===== config.mk =====
export PLATFORM = sky130hd
export DESIGN_NAME = mem_access
export DESIGN_NICKNAME = d
export VERILOG_FILES = /design/src/rtl/mem_access.sv
export SDC_FILE = /design/constraint.sdc
export NUM_CORES = 1
export LEC_CHECK = 0
export ABC_AREA = 1
export CAP_MARGIN = 30
export CORE_ASPECT_RATIO = 1.75
export CORE_UTILIZATION = 39
export CTS_CLUSTER_DIAMETER = 80
export DETAILED_ROUTE_END_ITERATION = 6
export PLACE_DENSITY = 0.77
export SLEW_MARGIN = 10
export SYNTH_ARGS = -nofsm -noshare
export SYNTH_HDL_FRONTEND = slang
export SYNTH_SLANG_ARGS = --single-unit

===== constraint.sdc =====
create_clock -name clk -period 1.7 [get_ports clk]
set_input_delay 0.17 -clock clk [delete_from_list [all_inputs] [get_ports clk]]
set_output_delay 0.17 -clock clk [all_outputs]
set_load 0.02 [all_outputs]

===== src/rtl/mem_access.sv =====
`default_nettype none
// ============================================================================
//  Module      : mem_access
//  Description : MEM-stage load/store unit. Issues single-port data-RAM
//                transactions over a req/ack bus, aligns and sign-extends
//                load data for write-back, and stalls the pipeline while a
//                transaction is outstanding. Non-memory ops pass through.
//  Revision    : 1.0 - initial release
// ============================================================================
module mem_access #(
    parameter int ACK_TIMEOUT = 16,
    parameter int TO_W        = 5
) (
    input  logic        clk,
    input  logic        rst,
    input  logic [7:0]  mem_alu_op_i,
    input  logic [31:0] mem_ramaddr_i,
    input  logic [31:0] mem_store_data_i,
    // Write-back request packed as {en, addr[4:0], data[31:0]}
    input  logic [37:0] mem_wreg_i,
    output logic        ram_req_o,
    output logic        ram_we_o,
    output logic [31:0] ram_addr_o,
    output logic [3:0]  ram_sel_o,
    output logic [31:0] ram_wdata_o,
    input  logic [31:0] ram_rdata_i,
    input  logic        ram_ack_i,
    output logic [37:0] mem_wreg_o,
    output logic        stallreq_from_mem,
    output logic        misalign_o,
    output logic        bus_err_o
);

    // ALU op encodings shared with the EX stage
    localparam logic [7:0] c_op_lb = 8'h20;
    localparam logic [7:0] c_op_lw = 8'h23;
    localparam logic [7:0] c_op_sb = 8'h28;
    localparam logic [7:0] c_op_sw = 8'h2B;

    localparam logic [1:0] c_st_idle   = 2'd0;
    localparam logic [1:0] c_st_access = 2'd1;
    localparam logic [1:0] c_st_done   = 2'd2;

    localparam logic [TO_W-1:0] c_to_last = TO_W'(ACK_TIMEOUT - 1);

    logic [1:0]      r_state;
    logic [1:0]      w_next_state;
    logic [TO_W-1:0] r_cnt;
    logic [31:0]     r_rdata;
    logic            r_we;
    logic [31:0]     r_addr;
    logic [3:0]      r_sel;
    logic [31:0]     r_wdata;
    logic            r_bus_err;

    logic        w_is_lb, w_is_lw, w_is_sb, w_is_sw;
    logic        w_is_load, w_is_store, w_is_mem, w_is_word;
    logic        w_misalign, w_start, w_timeout;
    logic [3:0]  w_sel;
    logic [31:0] w_wdata;
    logic [7:0]  w_byte;
    logic [31:0] w_load_data;

    assign w_is_lb    = (mem_alu_op_i == c_op_lb);
    assign w_is_lw    = (mem_alu_op_i == c_op_lw);
    assign w_is_sb    = (mem_alu_op_i == c_op_sb);
    assign w_is_sw    = (mem_alu_op_i == c_op_sw);
    assign w_is_load  = w_is_lb | w_is_lw;
    assign w_is_store = w_is_sb | w_is_sw;
    assign w_is_mem   = w_is_load | w_is_store;
    assign w_is_word  = w_is_lw | w_is_sw;

    // Word accesses must be word aligned; byte accesses never trap
    assign w_misalign = w_is_word & (mem_ramaddr_i[1:0] != 2'b00);
    assign w_start    = (r_state == c_st_idle) & w_is_mem & ~w_misalign;
    assign w_timeout  = (r_state == c_st_access) & ~ram_ack_i & (r_cnt == c_to_last);

    // Big-endian lanes: byte offset 0 lives in bits [31:24]
    assign w_sel   = w_is_word ? 4'b1111 : (4'b1000 >> mem_ramaddr_i[1:0]);
    assign w_wdata = w_is_sb ? {4{mem_store_data_i[7:0]}} : mem_store_data_i;

    // Select the addressed byte of the captured word for LB
    always_comb begin
        w_byte = r_rdata[31:24];
        case (mem_ramaddr_i[1:0])
            2'd0:    w_byte = r_rdata[31:24];
            2'd1:    w_byte = r_rdata[23:16];
            2'd2:    w_byte = r_rdata[15:8];
            default: w_byte = r_rdata[7:0];
        endcase
    end

    assign w_load_data = w_is_lw ? r_rdata : {{24{w_byte[7]}}, w_byte};

    // State register
    always_ff @(posedge clk) begin
        if (rst) r_state <= c_st_idle;
        else     r_state <= w_next_state;
    end

    // Next-state logic: DONE always lasts exactly one cycle
    always_comb begin
        w_next_state = r_state;
        case (r_state)
            c_st_idle:   if (w_start) w_next_state = c_st_access;
            c_st_access: if (ram_ack_i || w_timeout) w_next_state = c_st_done;
            c_st_done:   w_next_state = c_st_idle;
            default:     w_next_state = c_st_idle;
        endcase
    end

    // Bus latches, timeout counter and read-data capture
    always_ff @(posedge clk) begin
        if (rst) begin
            r_cnt     <= '0;
            r_rdata   <= '0;
            r_we      <= 1'b0;
            r_addr    <= '0;
            r_sel     <= '0;
            r_wdata   <= '0;
            r_bus_err <= 1'b0;
        end else begin
            r_bus_err <= w_timeout;
            if (w_start) begin
                r_we    <= w_is_store;
                r_addr  <= {mem_ramaddr_i[31:2], 2'b00};
                r_sel   <= w_sel;
                r_wdata <= w_wdata;
                r_cnt   <= '0;
            end
            if (r_state == c_st_access) begin
                if (ram_ack_i)      r_rdata <= ram_rdata_i;
                else if (w_timeout) r_rdata <= '0;
                else                r_cnt   <= r_cnt + TO_W'(1);
            end
        end
    end

    assign ram_we_o    = r_we;
    assign ram_addr_o  = r_addr;
    assign ram_sel_o   = r_sel;
    assign ram_wdata_o = r_wdata;

    // Outputs: request, stall, write-back shaping and status pulses
    always_comb begin
        ram_req_o         = 1'b0;
        stallreq_from_mem = 1'b0;
        misalign_o        = 1'b0;
        mem_wreg_o        = mem_wreg_i;
        bus_err_o         = r_bus_err;
        case (r_state)
            c_st_idle: begin
                if (w_is_mem) begin
                    if (w_misalign) begin
                        misalign_o     = 1'b1;
                        mem_wreg_o[37] = 1'b0;
                    end else begin
                        stallreq_from_mem = 1'b1;
                        mem_wreg_o        = '0;
                    end
                end
            end
            c_st_access: begin
                ram_req_o         = 1'b1;
                stallreq_from_mem = 1'b1;
                mem_wreg_o        = '0;
            end
            c_st_done: begin
                if (w_is_load) mem_wreg_o = {mem_wreg_i[37:32], w_load_data};
                else           mem_wreg_o[37] = 1'b0;
            end
            default: mem_wreg_o = '0;
        endcase
        if (rst) begin
            stallreq_from_mem = 1'b0;
            misalign_o        = 1'b0;
            mem_wreg_o        = '0;
            bus_err_o         = 1'b0;
        end
    end

endmodule
`default_nettype wire


Yosys cells after proc, flatten, opt, wreduce, memory -nomap -nowiden

Cells that the tools add are included.

Input bits: 145
Logic and storage cells: 68
Output and inout port bits: 111
Register bits: 107

$add $sub $neg: 1
Bitwise gates (word level): 11
Mux-type cells: 29
Shift-type cells: 1
Reduce and logical (&&, ||, !) cells: 7
Equal/unequal tests: 11

Operators with widths:

| cell                                                               | count |
|---|---|
| 32-bit two-way mux                                                 | 5 |
| 38-bit two-way mux                                                 | 2 |
| 38-bit one-hot mux with 2 select lines                             | 1 |
| 37-bit two-way mux                                                 | 1 |
| 8-bit by 6-bit == test with 1-bit output, second input constant    | 4 |
| 8-bit one-hot mux with 3 select lines                              | 1 |
| 5-bit two-way mux                                                  | 4 |
| 1-bit two-way mux                                                  | 10 |
| 5-bit by 1-bit adder with 5-bit output, second input constant      | 1 |
| 1-bit AND                                                          | 5 |
| 5-bit by 4-bit == test with 1-bit output, second input constant    | 1 |
| 2-bit by 1-bit == test with 1-bit output, second input constant    | 2 |
| 2-bit == test, second input constant                               | 2 |
| 2-bit zero test                                                    | 2 |
| 2-bit two-way mux                                                  | 2 |
| 4-bit two-way mux                                                  | 1 |
| 1-bit bitwise OR                                                   | 4 |
| 2-bit one-hot mux with 2 select lines                              | 1 |
| 2-bit AND reduction                                                | 2 |
| 2-bit nonzero test                                                 | 2 |
| 4-bit by 2-bit right shift with 4-bit output, first input constant | 1 |
| 2-bit by 1-bit != test with 1-bit output, second input constant    | 1 |
| 2-bit != test, second input constant                               | 1 |
| 1-bit inverter                                                     | 2 |
| other kinds (2)                                                    | 2 |

Depth between registers and ports, before layout

Gate-level depths: netlist (run 1).

Depth in word-level cells: 9
Mapped depth: 11
Mapped depth without buffers: 10

Worst setup path after synthesis (run 1)

No wires, ideal clock.

Path kind: register to output
From: register r_state[1]
To: output misalign_o
Arrival time: 1605 ps
Slack: -75 ps
Stages on the path, launching flop included: 7
Buffers on the path: 3
Data required time: 1530 ps
Cells stage by stage: dfxtp_1 > buf_2 > nor2_1 > buf_2 > buf_2 > nand2_1 > nor3_1

Cells in the longest elaborated chain, start to end: 3

Ends and longest elaborated chain:

| what                   | RTL line | text |
|---|---|---|
| start, declared        | 46       | `logic [1:0] r_state;` |
| start signal, assigned | 97       | `if (rst) r_state <= c_st_idle;` |
| start signal, assigned | 98       | `else r_state <= w_next_state;` |
| 2-bit zero test        | 151      | `case (r_state)` |
| 1-bit two-way mux      | 151      |  |
| 1-bit two-way mux      | 174      | `if (rst) begin` |
| end, declared          | 30       | `output logic misalign_o,` |

No other way between the ends.

Worst setup path after layout (run 1)

From: register r_state[1]
To: output mem_wreg_o[28]

Cells in the longest elaborated chain, start to end: 3
Elaborated cells between the ends (all ways): 4
Classes of those cells: eq/ne (1); mux (2); reduce/logical (1)

Ends and longest elaborated chain:

| what                                                    | RTL line | text |
|---|---|---|
| 2-bit == test / 2-bit zero test (equally long branches) | 151      |  |
| 38-bit one-hot mux with 2 select lines (*)              | 151      |  |
| 38-bit two-way mux (*)                                  | 174      |  |
| end, declared                                           | 28       | `output logic [37:0] mem_wreg_o,` |

Mark *: on every way between the ends. The rest lies on a longest branch, timed or not.

==> flow_metrics.py, run 1 <==
metrics = {
    "setup_path": {
        "cp_slowest_stage_delay_ns": 0.34,
        "ff2ff_setup_slack_ns": -0.05,
        "slowest_stage": "dfxtp_2",
        "worst-path-max-fanout": 16,
        "cp_top_family": "simple AND/OR/NAND/NOR gates",
        "critical_path_buf_inv_count": 5,
        "crit_required_ns": 1.53,
        "crit_path_start_kind": "flop",
        "cp_data_arrival_time_ns": 1.82,
        "cp_cell_sequence": "buf_6, nor2_4, buf_4, inv_6, nor2_1, nand2_1, nand3_2, nand2_1, inv_1, buf_6",
        "worstSetupPathType": "reg2out",
        "crit_path_end_kind": "output pin",
    },
    "clock_tree": {
        "h-tree-depth": 3,
        "postCtsHoldBufs": 0,
        "cts_tree": "built",
        "clockRootBuffer": "clkbuf_16",
        "cts_made_buffers": 9,
        "numClockSinks": 107,
        "ctsLongestPathBuffers": 2,
        "clk-insertion-delay-late_ns": 0.35,
        "path_clk_slew_ns": 0.07,
    },
    "global_routing": {
        "track_usage": 0.295,
        "grt_max_degree": 48,
        "grt_pass1_vias": 7319,
        "antenna_found_initial": 1,
        "grt_first_pass_wirelength_mm": 36.1,
        "grt-ovfl-total": 0,
    },
    "logic_synthesis": {
        "yosysTopAreaCellShare": 0.356,
        "yosysUniqueCellTypes": 30,
        "synthTopCellsByArea": "dfxtp_1 36%, nand2_1 13%, nand3_1 11%, nor2_1 9.1%, a21oi_1 7.0%",
        "synth_warnings": 0,
        "syn_avg_cell_area_um2": 6.20,
        "syn_area_mm2": 0.00601,
        "synthCells": 970,
        "yosys.area.top_type": "dfxtp_1",
        "synth-seq-cells": 107,
        "yosysSeqAreaShare": 0.356,
    },
    "placement": {
        "dp_slack_ns": -0.841,
        "post_dp_cell_area_mm2": 0.00921,
        "routabilityCongestion": 0.954,
        "dp_hpwl_mm": 16.7,
        "io_buffers": 253,
    },
    "pwr": {
        "ir_worst_vdd_uv": 588,
        "power_mw": 5.81,
        "p_per_area_mw_per_mm2": 525,
        "leakage_nw": 4.41,
    },
    "cells_and_area": {
        "nets": 1448,
        "drive_gt1_frac": 0.302,
        "final_common_cell": "clkdlybuf4s50_1",
        "fillers": 1108,
        "multi_input_area_mm2": 0.00392,
        "area_growth_pct": 84.1,
        "design_area_mm2": 0.0111,
        "ff_latch_area_mm2": 0.00216,
        "final_cell_mix": "201 x clkdlybuf4s50_1, 164 x nand2_1, 136 x nor2_1",
    },
    "detailed_routing": {
        "drt_wl_total_mm": 26.7,
        "routedWlPerCell_um": 17.9,
        "via_per_inst": 5.36,
        "vias": 7991,
        "drc": 0,
        "drt-initial-drc-count": 493,
        "first_pass_iters": 5,
        "ant_nets": 0,
    },
    "die": {
        "core_area_mm2": 0.0150,
        "rows": 59,
        "die_y_um": 166,
        "start_util": 0.401,
        "die_w_um": 95.9,
        "io_pins": 256,
        "dieArea_mm2": 0.0159,
    },
    "sta": {
        "period_needed_ns": 1.99,
        "timing.hold.ws_ns": 0.396,
        "skew_ns": 0.00780,
        "hold_viol": 0,
        "final.setup.tns_ns": -6.40,
        "maxSlewViolCount": 0,
        "min_period_over_period": 1.17,
        "grt_setup_unrepaired": "true",
        "setup_slack_ns": -0.290,
        "setup-violations-final": 61,
        "timing.fmax_mhz": 503,
    },
    "worst_hold_path": {
        "hold_path.class": "in2reg",
    },
    "status": {
        "violations": "negative setup slack",
        "outcome": "finished, violations left",
    },
    "flow_run": {
        "drv_cap": 0,
    },
}
-- per-stage QoR --
step / instances / util
floorplan: 971 / -
CTS: 1463 / 0.667
global route: 1490 / 0.739
finish: 1490 / 0.739
detailed placement: 1422 / 0.614
global placement: 1422 / 0.614
-- cells in the mapped netlist --
cell and instances:
nand2_1 211, nor2_1 145, nand3_1 135, dfxtp_1 107, inv_1 102, a21oi_1 84
o21ai_0 47, clkbuf_1 33, o21ai_1 21, buf_2 20, nand4_1 10, inv_2 9
buf_6 7, buf_4 5, o211ai_1 5, nor2_4 4, buf_1 3, nand2_2 3
clkinv_1 2, ha_1 2, nand3_4 2, nand4_2 2, nor2_2 2, nor3_1 2
o22ai_1 2, conb_1 1, nand2_4 1, nor3_2 1, o31ai_1 1, or2_0 1
-- routing by layer --
layer	vias up	track usage	part of all wire
met1	3682	0.281	0.32
met5	-	0	0
met4	0	0.213	0.066
met2	424	0.535	0.55
li1	3771	-	-
met3	114	0.0618	0.064
-- repair_timing --
item / CTS / global route
resized for setup: 323 / 216
buffers inserted: 20 / 18
pin swaps: 33 / 70
cloned: 7 / 12
setup endpoints to repair: 108 / 129
-- where the power goes --
part / switching (mW) / total (mW) / internal [mW]
registers: 0.0133 / 2.53 / 2.52
logic: 0.602 / 1.25 / 0.645
clock network: 0.979 / 2.03 / 1.05
total: 1.59 / 5.81 / 4.22
-- kinds of logic after synthesis --
kind of cell	after synthesis	synth area share
AO/OA/AOI/OAI	160	0.136
adder cells (fa/ha/maj)	2	0.00416
buffers and inverters	181	0.129
other	1	0.000624
flip-flops	107	0.356
AND/OR/NAND/NOR	519	0.374
-- flip-flops by register name (all words and copies together), names as in the netlist --
| name | count |
|---|---|
| ram_addr_o | 30 |
| r_state | 2 |
| r_rdata | 32 |
| r_bus_err | 1 |
| ram_we_o | 1 |
| r_cnt | 5 |
| ram_sel_o | 4 |
| ram_wdata_o | 32 |
-- path summary, 6_finish.rpt --
check,end,startpoint,depth (start not counted)
hold / removal,r_rdata[15],ram_rdata_i[15],3
setup reg to reg,ram_wdata_o[26],r_state[1],11
setup / recovery,mem_wreg_o[28],r_state[1],10
hold reg to reg,r_rdata[6],r_rdata[6],2
-- layout make-up --
type	instances	area share
Tap cell	183	0.0207
Clock inverter	6	0.00430
Antenna cell	1	0.000226
Multi-Input combinational cell	683	0.354
Clock buffer	10	0.0216
Timing Repair Buffer	387	0.363
Sequential cell	107	0.195
Inverter	113	0.0417
-- tightest hold or removal path: stages --
cell	delay (ns)
clkdlybuf4s50_1	0.40
nand3_1	0.08
a21oi_1	0.06
No activity file was read; power rests on OpenSTA's default activity.
==> run 2, diff against run 1 <==
CORE_UTILIZATION = 40   (was 39)
PLACE_DENSITY = 0.76   (was 0.77)
clock period = 1.95 ns   (was 1.7 ns; I/O delays follow)
==> flow_metrics.py, run 2 (synthesis gave the netlist of run 1 again) <==
metrics = {
    "clock_tree": {
        "postCtsHoldBufs": 0,
        "ctsLongestPathBuffers": 2,
        "clockRootBuffer": "clkbuf_16",
        "cts_made_buffers": 9,
        "numClockSinks": 107,
        "h-tree-depth": 3,
        "path_clk_slew_ns": 0.08,
        "clk-insertion-delay-late_ns": 0.35,
        "cts_tree": "built",
    },
    "cells_and_area": {
        "finish.utilization": 0.668,
        "nets": 1395,
        "ff_latch_area_mm2": 0.00215,
        "diodes": 0,
        "drive_gt1_frac": 0.168,
        "final_cell_mix": "202 x nand2_1, 201 x clkdlybuf4s50_1, 142 x nor2_1",
        "area_growth_pct": 61.2,
        "final_common_cell": "nand2_1",
        "design_area_mm2": 0.00969,
        "fillers": 1314,
        "multi_input_area_mm2": 0.00328,
    },
    "sta": {
        "maxSlewViolCount": 0,
        "grt_setup_unrepaired": "true",
        "timing.fmax_mhz": 517,
        "setup-violations-final": 0,
        "final.setup.tns_ns": 0,
        "hold_viol": 0,
        "period_needed_ns": 1.93,
        "min_period_over_period": 0.992,
        "skew_ns": 0.00750,
    },
    "global_routing": {
        "grt_first_pass_wirelength_mm": 33.8,
        "busiest_layer": "met2",
        "met2_usage": 0.522,
        "antenna_found_initial": 0,
        "grt-ovfl-total": 0,
        "grtUsageMet3": 0.0616,
        "grt_max_degree": 50,
        "track_usage": 0.283,
        "met1_usage": 0.285,
        "grt_pass1_vias": 6742,
    },
    "setup_path": {
        "worstSetupPathType": "reg2out",
        "critical_path_buf_inv_count": 3,
        "cp_cell_sequence": "inv_1, nand2_1, nand2_1, nand2_1, nand2_2, nand2_4, clkbuf_16, nand2_1, nand2_1, nand2_1, a21oi_1, buf_4",
        "cp_slowest_stage_delay_ns": 0.33,
        "cp_top_family": "simple AND/OR/NAND/NOR gates",
        "crit_path_end_kind": "output pin",
        "slowest_stage": "dfxtp_2",
        "crit_required_ns": 1.75,
        "worst-path-max-fanout": 6,
        "path_common_cell": "nand2_1",
        "crit_path_start_kind": "flop",
        "cp_data_arrival_time_ns": 1.74,
    },
    "placement": {
        "io_buffers": 253,
        "post_dp_cell_area_mm2": 0.00895,
        "routabilityCongestion": 0.929,
        "dp_hpwl_mm": 16.0,
    },
    "pwr": {
        "ir_worst_vdd_uv": 430,
        "leakage_nw": 3.91,
        "p_per_area_mw_per_mm2": 506,
    },
    "die": {
        "rows": 58,
        "die_w_um": 94.7,
        "start_util": 0.414,
        "core_area_mm2": 0.0145,
        "dieArea_mm2": 0.0155,
        "io_pins": 256,
        "die_y_um": 164,
    },
    "detailed_routing": {
        "ant_nets": 0,
        "drt_wl_total_mm": 22.5,
        "via_per_inst": 5.08,
        "drt-initial-drc-count": 257,
        "first_pass_iters": 5,
        "drc": 0,
        "routedWlPerCell_um": 15.7,
        "vias": 7279,
    },
    "status": {
        "outcome": "finished, final reports clean",
    },
    "worst_hold_path": {
        "hold_path.class": "in2reg",
    },
    "flow_run": {
        "drv_cap": 0,
    },
}
==> run 2: timing repair <==
action	4_1_cts	5_1_grt
pin swaps	14	20
gates cloned	3	7
setup buffers	11	5
resized for setup	228	66
setup endpoints to repair	74	54
==> run 2: through the flow <==
stage / hold slack [ns] / setup slack, ns / power, mW / std cells
2_1_floorplan: 0.340 / 0.150 / 2.63 / 971
3_3_place_gp: 0.446 / -0.733 / 3.15 / 1392
3_5_place_dp: 0.453 / -0.691 / 3.16 / 1392
4_1_cts: 0.340 / 0.00611 / 4.90 / 1422
5_1_grt: 0.350 / -0.0886 / 5.12 / 1433
6_report: 0.343 / 0.0166 / 4.90 / 1433
==> run 2: cell type report <==
cell class              instances  area share
clock inverters                 7     0.00620
multi-input cells             683       0.339
well taps                     180      0.0232
inverters                     113      0.0444
repair buffers                334       0.342
flip-flops and latches        107       0.222
clock buffers                   9      0.0232
==> run 2: power breakdown <==
group | internal [mW] | total, mW | leakage [nW] | switching (mW)
Clock | 0.890 | 1.76 | 0.136 | 0.868
Sequential | 2.20 | 2.21 | 0.866 | 0.0101
Combinational | 0.495 | 0.937 | 2.91 | 0.442
Total | 3.58 | 4.90 | 3.91 | 1.32
==> run 2: worst paths after layout <==
| check | startpoint | endpoint | slack [ns] | depth (start not counted) |
|---|---|---|---|---|
| setup / recovery | r_rdata[23] | mem_wreg_o[8] | 0.02 | 12 |
| hold / removal | rst | r_rdata[20] | 0.34 | 3 |
| setup reg to reg | r_state[0] | r_rdata[12] | 0.24 | 7 |
| hold reg to reg | r_cnt[3] | r_cnt[3] | 0.46 | 2 |
==> run 2: per-layer routing <==
| layer | share of wire | up-vias |
|---|---|---|
| met4 | 0.062 | 0 |
| met2 | 0.53 | 303 |
| met3 | 0.066 | 76 |
| met5 | 0 | - |
| li1 | - | 3650 |
| met1 | 0.34 | 3250 |
==> run 2: worst reg2reg max path: cells and delay by family, from the launching register on <==
kind | cells | cell delay (ns)
buffers and inverters | 4 | 0.66
flip-flops | 1 | 0.41
AND/OR/NAND/NOR | 2 | 0.37
AO/OA/AOI/OAI | 1 | 0.19
